`src/rtl/vector_norm_nd_if.sv`:
```
// Handshake bundle for vector_norm_nd: vector in, length and sum of squares out.
// master = producer/consumer side, slave = the norm engine.
// Widths follow DIM/W exactly as the engine derives them.
interface vector_norm_nd_if #(
  parameter int DIM = 2,
  parameter int W   = 12
);
  localparam int SW = 2*W + $clog2(DIM);
  localparam int OW = (SW + 1) / 2;

  logic              in_valid;
  logic              in_ready;
  logic [DIM*W-1:0]  xin;
  logic              out_valid;
  logic              out_ready;
  logic [OW:0]       yout;
  logic [SW-1:0]     sumsq;
  logic              busy;

  modport master (
    output in_valid, xin, out_ready,
    input  in_ready, out_valid, yout, sumsq, busy
  );

  modport slave (
    input  in_valid, xin, out_ready,
    output in_ready, out_valid, yout, sumsq, busy
  );
endinterface

```
`src/rtl/vector_norm_nd.sv`:
```
// Euclidean length of a DIM-component vector: serial sum of squares, then bit-serial square root.
// Latency: result valid DIM+OW+1 edges after the accepting edge, independent of data.
// Backpressure: one vector in flight; in_ready stays low until the result is taken by out_ready.
module vector_norm_nd #(
  parameter int DIM    = 2,
  parameter int W      = 12,
  parameter int SIGNED = 0,
  parameter int ROUND  = 0
) (
  input  logic             clk,
  input  logic             rst,
  vector_norm_nd_if.slave  bus
);
  localparam int SW   = 2*W + $clog2(DIM);
  localparam int OW   = (SW + 1) / 2;
  localparam int PW   = 2*OW;          // radicand padded to an even number of bits
  localparam int RW   = OW + 3;        // partial remainder plus two shifted-in bits
  localparam int CMAX = (DIM > OW) ? DIM : OW;
  localparam int CW   = $clog2(CMAX + 1);
  localparam logic [CW-1:0] ACC_LAST = CW'(DIM - 1);
  localparam logic [CW-1:0] SQ_LAST  = CW'(OW);

  typedef enum logic [1:0] {IDLE, ACC, SQRT, DONE} state_t;

  state_t            state;
  logic [DIM*W-1:0]  xreg;
  logic [SW-1:0]     acc;
  logic [PW-1:0]     sreg;
  logic [RW-1:0]     rem;
  logic [OW-1:0]     root;
  logic [CW-1:0]     cnt;
  logic              in_ready_q;
  logic              out_valid_q;
  logic              busy_q;
  logic [OW:0]       yout_q;
  logic [SW-1:0]     sumsq_q;

  logic [W-1:0]      comp;
  logic [W-1:0]      mag;
  logic [2*W-1:0]    sq;
  logic [SW-1:0]     acc_nx;
  logic [RW-1:0]     rem_sh;
  logic [RW-1:0]     trial;
  logic              ge;
  logic              rnd;

  // Datapath: magnitude-square of the current component and one restoring root step.
  // Squaring the magnitude keeps -2^(W-1) exact: its magnitude still fits in W unsigned bits.
  always_comb begin
    comp   = xreg[W-1:0];
    mag    = (SIGNED != 0 && comp[W-1]) ? (~comp + W'(1)) : comp;
    sq     = {{W{1'b0}}, mag} * {{W{1'b0}}, mag};
    acc_nx = acc + SW'(sq);
    rem_sh = {rem[RW-3:0], sreg[PW-1 -: 2]};
    trial  = RW'({root, 2'b01});
    ge     = (rem_sh >= trial);
    rnd    = (ROUND != 0) && (rem > RW'(root));
  end

  // Control FSM with all outputs registered; the extra SQRT cycle applies rounding and loads the results.
  always_ff @(posedge clk or posedge rst) begin
    if (rst) begin
      state       <= IDLE;
      xreg        <= '0;
      acc         <= '0;
      sreg        <= '0;
      rem         <= '0;
      root        <= '0;
      cnt         <= '0;
      in_ready_q  <= 1'b0;
      out_valid_q <= 1'b0;
      busy_q      <= 1'b0;
      yout_q      <= '0;
      sumsq_q     <= '0;
    end else begin
      case (state)
        IDLE: begin
          if (bus.in_valid && in_ready_q) begin
            xreg       <= bus.xin;
            acc        <= '0;
            cnt        <= '0;
            in_ready_q <= 1'b0;
            busy_q     <= 1'b1;
            state      <= ACC;
          end else begin
            in_ready_q <= 1'b1;
          end
        end
        ACC: begin
          acc  <= acc_nx;
          xreg <= xreg >> W;
          if (cnt == ACC_LAST) begin
            sreg  <= PW'(acc_nx);
            rem   <= '0;
            root  <= '0;
            cnt   <= '0;
            state <= SQRT;
          end else begin
            cnt <= cnt + CW'(1);
          end
        end
        SQRT: begin
          if (cnt == SQ_LAST) begin
            yout_q      <= (OW+1)'(root) + (OW+1)'(rnd);
            sumsq_q     <= acc;
            out_valid_q <= 1'b1;
            state       <= DONE;
          end else begin
            rem  <= ge ? (rem_sh - trial) : rem_sh;
            root <= (root << 1) | OW'(ge);
            sreg <= sreg << 2;
            cnt  <= cnt + CW'(1);
          end
        end
        DONE: begin
          if (bus.out_ready) begin
            out_valid_q <= 1'b0;
            busy_q      <= 1'b0;
            in_ready_q  <= 1'b1;
            state       <= IDLE;
          end
        end
        default: state <= IDLE;
      endcase
    end
  end

  assign bus.in_ready  = in_ready_q;
  assign bus.out_valid = out_valid_q;
  assign bus.busy      = busy_q;
  assign bus.yout      = yout_q;
  assign bus.sumsq     = sumsq_q;
endmodule
```
`src/flat_wrapper.sv`:
```
// flat-port wrapper written by rule: the top's interface ports become plain ports
module vector_norm_nd_flat 
#(
  parameter int DIM    = 2,
  parameter int W      = 12,
  parameter int SIGNED = 0,
  parameter int ROUND  = 0
)
  (clk, rst, bus_in_valid, bus_xin, bus_out_ready, bus_in_ready, bus_out_valid, bus_yout, bus_sumsq, bus_busy);
  vector_norm_nd_if #(.DIM(DIM), .W(W)) bus_i ();
  input  logic clk;
  input  logic rst;
  input wire logic [$bits(bus_i.in_valid)-1:0] bus_in_valid;
  input wire logic [$bits(bus_i.xin)-1:0] bus_xin;
  input wire logic [$bits(bus_i.out_ready)-1:0] bus_out_ready;
  output wire logic [$bits(bus_i.in_ready)-1:0] bus_in_ready;
  output wire logic [$bits(bus_i.out_valid)-1:0] bus_out_valid;
  output wire logic [$bits(bus_i.yout)-1:0] bus_yout;
  output wire logic [$bits(bus_i.sumsq)-1:0] bus_sumsq;
  output wire logic [$bits(bus_i.busy)-1:0] bus_busy;
  assign bus_i.in_valid = bus_in_valid;
  assign bus_i.xin = bus_xin;
  assign bus_i.out_ready = bus_out_ready;
  assign bus_in_ready = bus_i.in_ready;
  assign bus_out_valid = bus_i.out_valid;
  assign bus_yout = bus_i.yout;
  assign bus_sumsq = bus_i.sumsq;
  assign bus_busy = bus_i.busy;
  vector_norm_nd #(.DIM(DIM), .W(W), .SIGNED(SIGNED), .ROUND(ROUND)) u_core (.clk(clk), .rst(rst), .bus(bus_i));
endmodule
```
`config.mk`:
```
export PLATFORM = sky130hd
export DESIGN_NAME = vector_norm_nd_flat
export DESIGN_NICKNAME = d
export VERILOG_FILES = /design/src/rtl/vector_norm_nd_if.sv /design/src/rtl/vector_norm_nd.sv /design/src/flat_wrapper.sv
export SDC_FILE = /design/constraint.sdc
export NUM_CORES = 1
export LEC_CHECK = 0
export CAP_MARGIN = 40
export CORE_UTILIZATION = 55
export DETAILED_ROUTE_END_ITERATION = 7
export PLACE_DENSITY = 0.81
export SKIP_CTS_REPAIR_TIMING = 1
export SYNTH_ARGS = -nofsm -noshare
export SYNTH_HDL_FRONTEND = slang
export SYNTH_SLANG_ARGS = --single-unit
```
`constraint.sdc`:
```
create_clock -name clk -period 8.2 [get_ports clk]
set_clock_uncertainty 0.05 [all_clocks]
set_input_delay 2.46 -clock clk [delete_from_list [all_inputs] [get_ports clk]]
set_output_delay 2.46 -clock clk [all_outputs]
set_load 0.01 [all_outputs]
```
==> results of run 1 <==
==> per-stage QoR <==
step                      hold WS (ns)  area [µm²]
after global routing             0.463       12900
after detailed placement         0.419       12300
after global placement           0.412       12300
after CTS                        0.434       12900
after floorplan                  0.398       11400
final                            0.427       12900
==> flip-flops by register name, indices dropped and copies added (netlist names), 4 cells and up <==
register and cells:
u_core.acc 25, u_core.bus.sumsq 25, u_core.bus.yout 13, u_core.cnt 4, u_core.rem 14, u_core.root 13, u_core.sreg 26, u_core.xreg 24
==> final timing paths <==
path	from	end	slack, ns	cells past startpoint
min in group asynchronous	rst	u_core.bus.yout[0]	2.48	2
min reg2reg	u_core.bus.sumsq[11]	u_core.bus.sumsq[11]	0.43	2
max in group asynchronous	rst	u_core.xreg[3]	4.42	4
max reg2reg	u_core.xreg[2]	u_core.sreg[24]	2.27	20
min	u_core.bus.sumsq[11]	u_core.bus.sumsq[11]	0.43	2
max	u_core.xreg[2]	u_core.sreg[24]	2.27	20
==> worst max-delay path, delay by kind of cell, from the launching register on <==
family,cells,cell delay [ns]
compound gates,1,0.16
fa+ha+maj,6,3.11
buf+inv,7,0.47
flops,1,0.61
mux,1,0.33
simple gates,5,1.11
==> per-layer routing <==
layer,global-route usage,vias up,share of wire
met4,0.116,0,0.039
met3,0.0403,61,0.058
li1,-,3996,-
met1,0.320,4159,0.42
met5,0,-,0
met2,0.425,298,0.49
==> Yosys cell counts (2+ instances only) <==
library cell | count | share of area
inv_1 | 217 | 0.071
clkbuf_1 | 39 | 0.013
nor2_1 | 33 | 0.011
nand3_1 | 31 | 0.014
dfrtp_1 | 149 | 0.33
buf_1 | 6 | 0.0020
a211oi_2 | 2 | 0.0022
a31oi_1 | 9 | 0.0049
o221ai_1 | 6 | 0.0046
nand4_1 | 7 | 0.0038
a21o_1 | 10 | 0.0066
nand2_1 | 151 | 0.050
o21a_1 | 2 | 0.0013
mux2_2 | 14 | 0.014
xor2_1 | 19 | 0.015
o22ai_1 | 2 | 0.0011
a211oi_1 | 4 | 0.0026
o21ai_1 | 19 | 0.0083
or2_1 | 3 | 0.0016
nand2b_1 | 4 | 0.0022
nor2b_1 | 7 | 0.0038
xnor2_1 | 22 | 0.017
a22o_1 | 37 | 0.028
and3_1 | 5 | 0.0027
a21oi_1 | 41 | 0.018
buf_2 | 6 | 0.0026
fa_1 | 100 | 0.17
and2_1 | 34 | 0.019
mux2i_1 | 29 | 0.025
o21bai_1 | 2 | 0.0013
ha_1 | 84 | 0.092
nor3_1 | 3 | 0.0013
o21ai_0 | 82 | 0.036
==> cell families (layout without fill, tap and decap cells) <==
| group | count (synthesis) | count (layout) | synth area share |
|---|---|---|---|
| simple gates | 285 | 285 | 0.113 |
| buf+inv | 271 | 327 | 0.0906 |
| compound gates | 234 | 234 | 0.132 |
| fa+ha+maj | 184 | 184 | 0.267 |
| flops | 149 | 149 | 0.326 |
| mux | 44 | 44 | 0.0401 |
| xor+xnor | 41 | 41 | 0.0314 |
| other cells | 1 | 1 | 0.000328 |
==> area by class of cell <==
cell class	count	area [µm²]
fillers	1623	7350
multi-input cells	789	6690
flip-flops and latches	149	3730
inverters	218	823
repair buffers	77	768
clock buffers	18	439
well taps	270	338
clock inverters	14	163
==> results.cfg, run 1 <==
[sta]
hold_viol_final = 0
fin_tns_setup_ns = 0
fin_crit_sh = 0.724
finalMaxSlewViolations = 0
rsz0062_at_grt = no
tightest_slew_ns = 0.821
max-slew-margin-rel = 0.450
fin_crit_ns = 5.93
layout_setup_ws_ns = 2.27
fmax_mhz = 169
finalSetupViolations = 0

[global_route]
grt.overflow.total = 0
grt_pass1_wl_um = 42900
grt.total_usage = 0.252
grt_max_degree = 83
antenna_found_initial = 0
grt_pass1_vias = 8985

[drt]
route.detailed.drc = 0
vias = 8514
drtAntennaViolNets = 0
wl_um = 24900
dr.pass1.iters = 5
wl_per_cell_um = 16.2
via_per_inst = 5.55
drtIter0Drc = 571

[clock_tree]
clkSlewWorstSetupHoldPaths_ns = 0.07
cts_tree = yes
clk_latency_ns = 0.44
clockBufferDepth = 2
htree_num_levels = 4
root_buffer = clkbuf_16
cts-buffers-inserted = 17
cts.sinks = 149

[placed_design]
io_buffers = 68
place_congestion = 0.954
place_hpwl_um = 18600
placed_cells = 1503
pre_cts_ws_ns = 2.38

[synth]
synth_edf_count = 0
synth-seq-area-share = 0.326
netlist_area_um2 = 11400
ys_ff_latch = 149
syn_avg_cell_area_um2 = 9.46
ys.flop_type = dfrtp_1
synthCells = 1209
async_flop_share = 1.00
yosys.cell_types.count = 63
synth_warnings = 0
synth_nets = 1421

[layout]
instances_no_fill = 1535
nets = 1464
drive_gt1_frac = 0.0553
layout.cells.most_common = inv_1
utilization = 0.638
area_delta_synth_final_pct = 13.2
layout_common_cells = inv_1, nand2_1, dfrtp_1, fa_1, ha_1
n_antenna_cell = 0

[die]
die_x_um = 146
std_cell_rows = 52
pin_count = 70
die_area_um2 = 21400
coreArea_um2 = 20300
die_h_um = 146
initial_core_util = 0.564

[setup_path]
worstPathCellList = and2_1 > inv_1 > fa_1 > inv_1 > fa_1 > inv_1 > fa_1 > inv_1 > fa_1 > inv_1 > fa_1 > inv_1 > ha_1 > inv_1 > nor4_1 > nand4_1 > nand3_1 > mux2_1 > and3_1 > o221ai_1
critPathCaptureType = flip-flop
cp.required_ns = 8.50
cp.arrival_ns = 6.23
cp_max_fo = 14
cp_slowest_cell = dfrtp_1
critPathKind = reg2reg
slowest_delay_ns = 0.61
start_kind = flip-flop
cpMostUsedCell = inv_1

[min_path]
hold_path_class = reg2reg

[job]
drv_cap = 0

[run_status]
outcome = finished, final reports clean
Power of run 1 is not shown: default switching activity piles up to over one toggle a cycle in this logic, so the estimate is an artifact.
==> run 2: changes to the inputs <==
Clock period 8.2 ns to 5.6 ns, I/O delays scaled along.
==> run 2 against run 1 <==
Compared with the run above:
- first-iteration DRC count fell by 6.3%
- flip-flop and latch count is the same
- design area up 4.5%
- highest routed layer unchanged
- die area did not move
- routed wire length up 1.2%
- non-clock buffer count is 40 higher
- critical path type unchanged
- global-route usage decreased by 0.50 points
- critical path depth is 3 lower
==> results.cfg, run 2 (synthesis results as in run 1) <==
[run_status]
outcome = finished, final reports clean

[clock_tree]
cts_tree = yes
clk_latency_ns = 0.44
cts-buffers-inserted = 17
root_buffer = clkbuf_16
clockBufferDepth = 2
clkSlewWorstSetupHoldPaths_ns = 0.07
htree_num_levels = 4
cts.sinks = 149

[setup_path]
critPathKind = reg2reg
start_kind = flip-flop
critPathCaptureType = flip-flop
cpMostUsedCell = fa_1
worstPathCellList = buf_4 > and2_2 > fa_1 > fa_1 > inv_1 > fa_1 > fa_1 > fa_1 > inv_1 > ha_1 > nand4_1 > nor4_4 > nand4_1 > nand3_2 > mux2_1 > and3_4 > o221ai_2
cp_max_fo = 8
cp.arrival_ns = 5.74
slowest_delay_ns = 0.55
cp.required_ns = 5.91
cp_slowest_cell = fa_1

[placed_design]
place_congestion = 0.918
placed_area_um2 = 12600
io_buffers = 68
place_hpwl_um = 18800

[global_route]
use_met2 = 0.409
busiest_layer = met2
grtUsageMet3 = 0.0341
grt.overflow.total = 0
use_met1 = 0.331
grt_pass1_vias = 8625
grt_pass1_wl_um = 42000
grt_max_degree = 66
antenna_found_initial = 0
grt.total_usage = 0.247

[drt]
route.detailed.drc = 0
drtIter0Drc = 535
wl_per_cell_um = 16.0
wl_um = 25200
drtAntennaViolNets = 0
via_per_inst = 5.48
vias = 8636
dr.pass1.iters = 5

[sta]
finalSetupViolations = 0
finalMaxSlewViolations = 0
max-slew-margin-rel = 0.467
fin_crit_sh = 0.969
holdWs_ns = 0.428
rsz0062_at_grt = yes
fmax_mhz = 184
fin_crit_ns = 5.43
fin_tns_setup_ns = 0
tightest_slew_ns = 0.796
hold_viol_final = 0

[layout]
area_delta_synth_final_pct = 18.2
n_antenna_cell = 0
utilization = 0.666
fin_area_um2 = 13500
nets = 1504
top_register = u_core.sreg
nFillCells = 1560
layout.cells.most_common = inv_1
largest_reg_flops = 26
layout_common_cells = inv_1, nand2_1, dfrtp_1, fa_1, o21ai_0
drive_gt1_frac = 0.113

[die]
std_cell_rows = 52
coreArea_um2 = 20300
die_area_um2 = 21400
die_x_um = 146
initial_core_util = 0.564
pin_count = 70
die_h_um = 146

[job]
drv_cap = 0

[min_path]
hold_path_class = reg2reg
==> run 2: cell count changes in the layout (fill, tap and decap cells not counted), moves of 6 or more <==
cell and change:
dfrtp_1 -10, dfrtp_2 +10, buf_4 +38, ha_1 -6
==> run 2: area by class of cell <==
class / count / area [µm²] / area share
tap: 270 / 338 / 0.0250
sequential: 149 / 3740 / 0.277
clock inverter: 13 / 186 / 0.0138
clock buffer: 19 / 453 / 0.0335
timing repair buffer: 117 / 1100 / 0.0812
multi-input combinational: 789 / 6890 / 0.509
inverter: 218 / 822 / 0.0608
==> run 2: worst paths after layout <==
path                                    start                  to  slack, ns  cells past startpoint
max                           u_core.xreg[10]     u_core.sreg[24]       0.17                     17
min                        u_core.bus.yout[5]  u_core.bus.yout[5]       0.43                      2
max reg2reg                   u_core.xreg[10]     u_core.sreg[24]       0.17                     17
min reg2reg                u_core.bus.yout[5]  u_core.bus.yout[5]       0.43                      2
max in group asynchronous                 rst     u_core.sreg[16]       3.16                      4
min in group asynchronous                 rst       u_core.rem[0]       1.47                      2
==> run 2: per-stage QoR <==
stage | cells | setup WS [ns]
5_1_grt | 1575 | -0.0318
4_1_cts | 1560 | -0.146
2_1_floorplan | 1209 | 0.242
3_3_place_gp | 1526 | 0.0907
6_report | 1575 | 0.173
3_5_place_dp | 1528 | -0.120
==> run 2: per-layer routing <==
metal	share of wire	vias to the layer above
met2	0.49	211
met1	0.44	4293
met4	0.030	0
met3	0.042	50
li1	-	4082
met5	0	-
==> run 2: worst max-delay path, delay by kind of cell, from the launching register on <==
kind	cells	cell delay, ns
AOI/OAI and AO/OA	1	0.14
adders and majority gates	6	2.87
buffers and inverters	3	0.25
DFF	1	0.48
muxes	1	0.33
and+or+nand+nor	6	1.22
Power of run 2 is left out for the same reason.
==> run 3: changes to the inputs <==
Settings changed: SLEW_MARGIN from default to 5.
==> results of run 3 <==
The final DEF is identical to that of run 2; final timing and power are the same.
Power of run 3 is left out for the same reason.
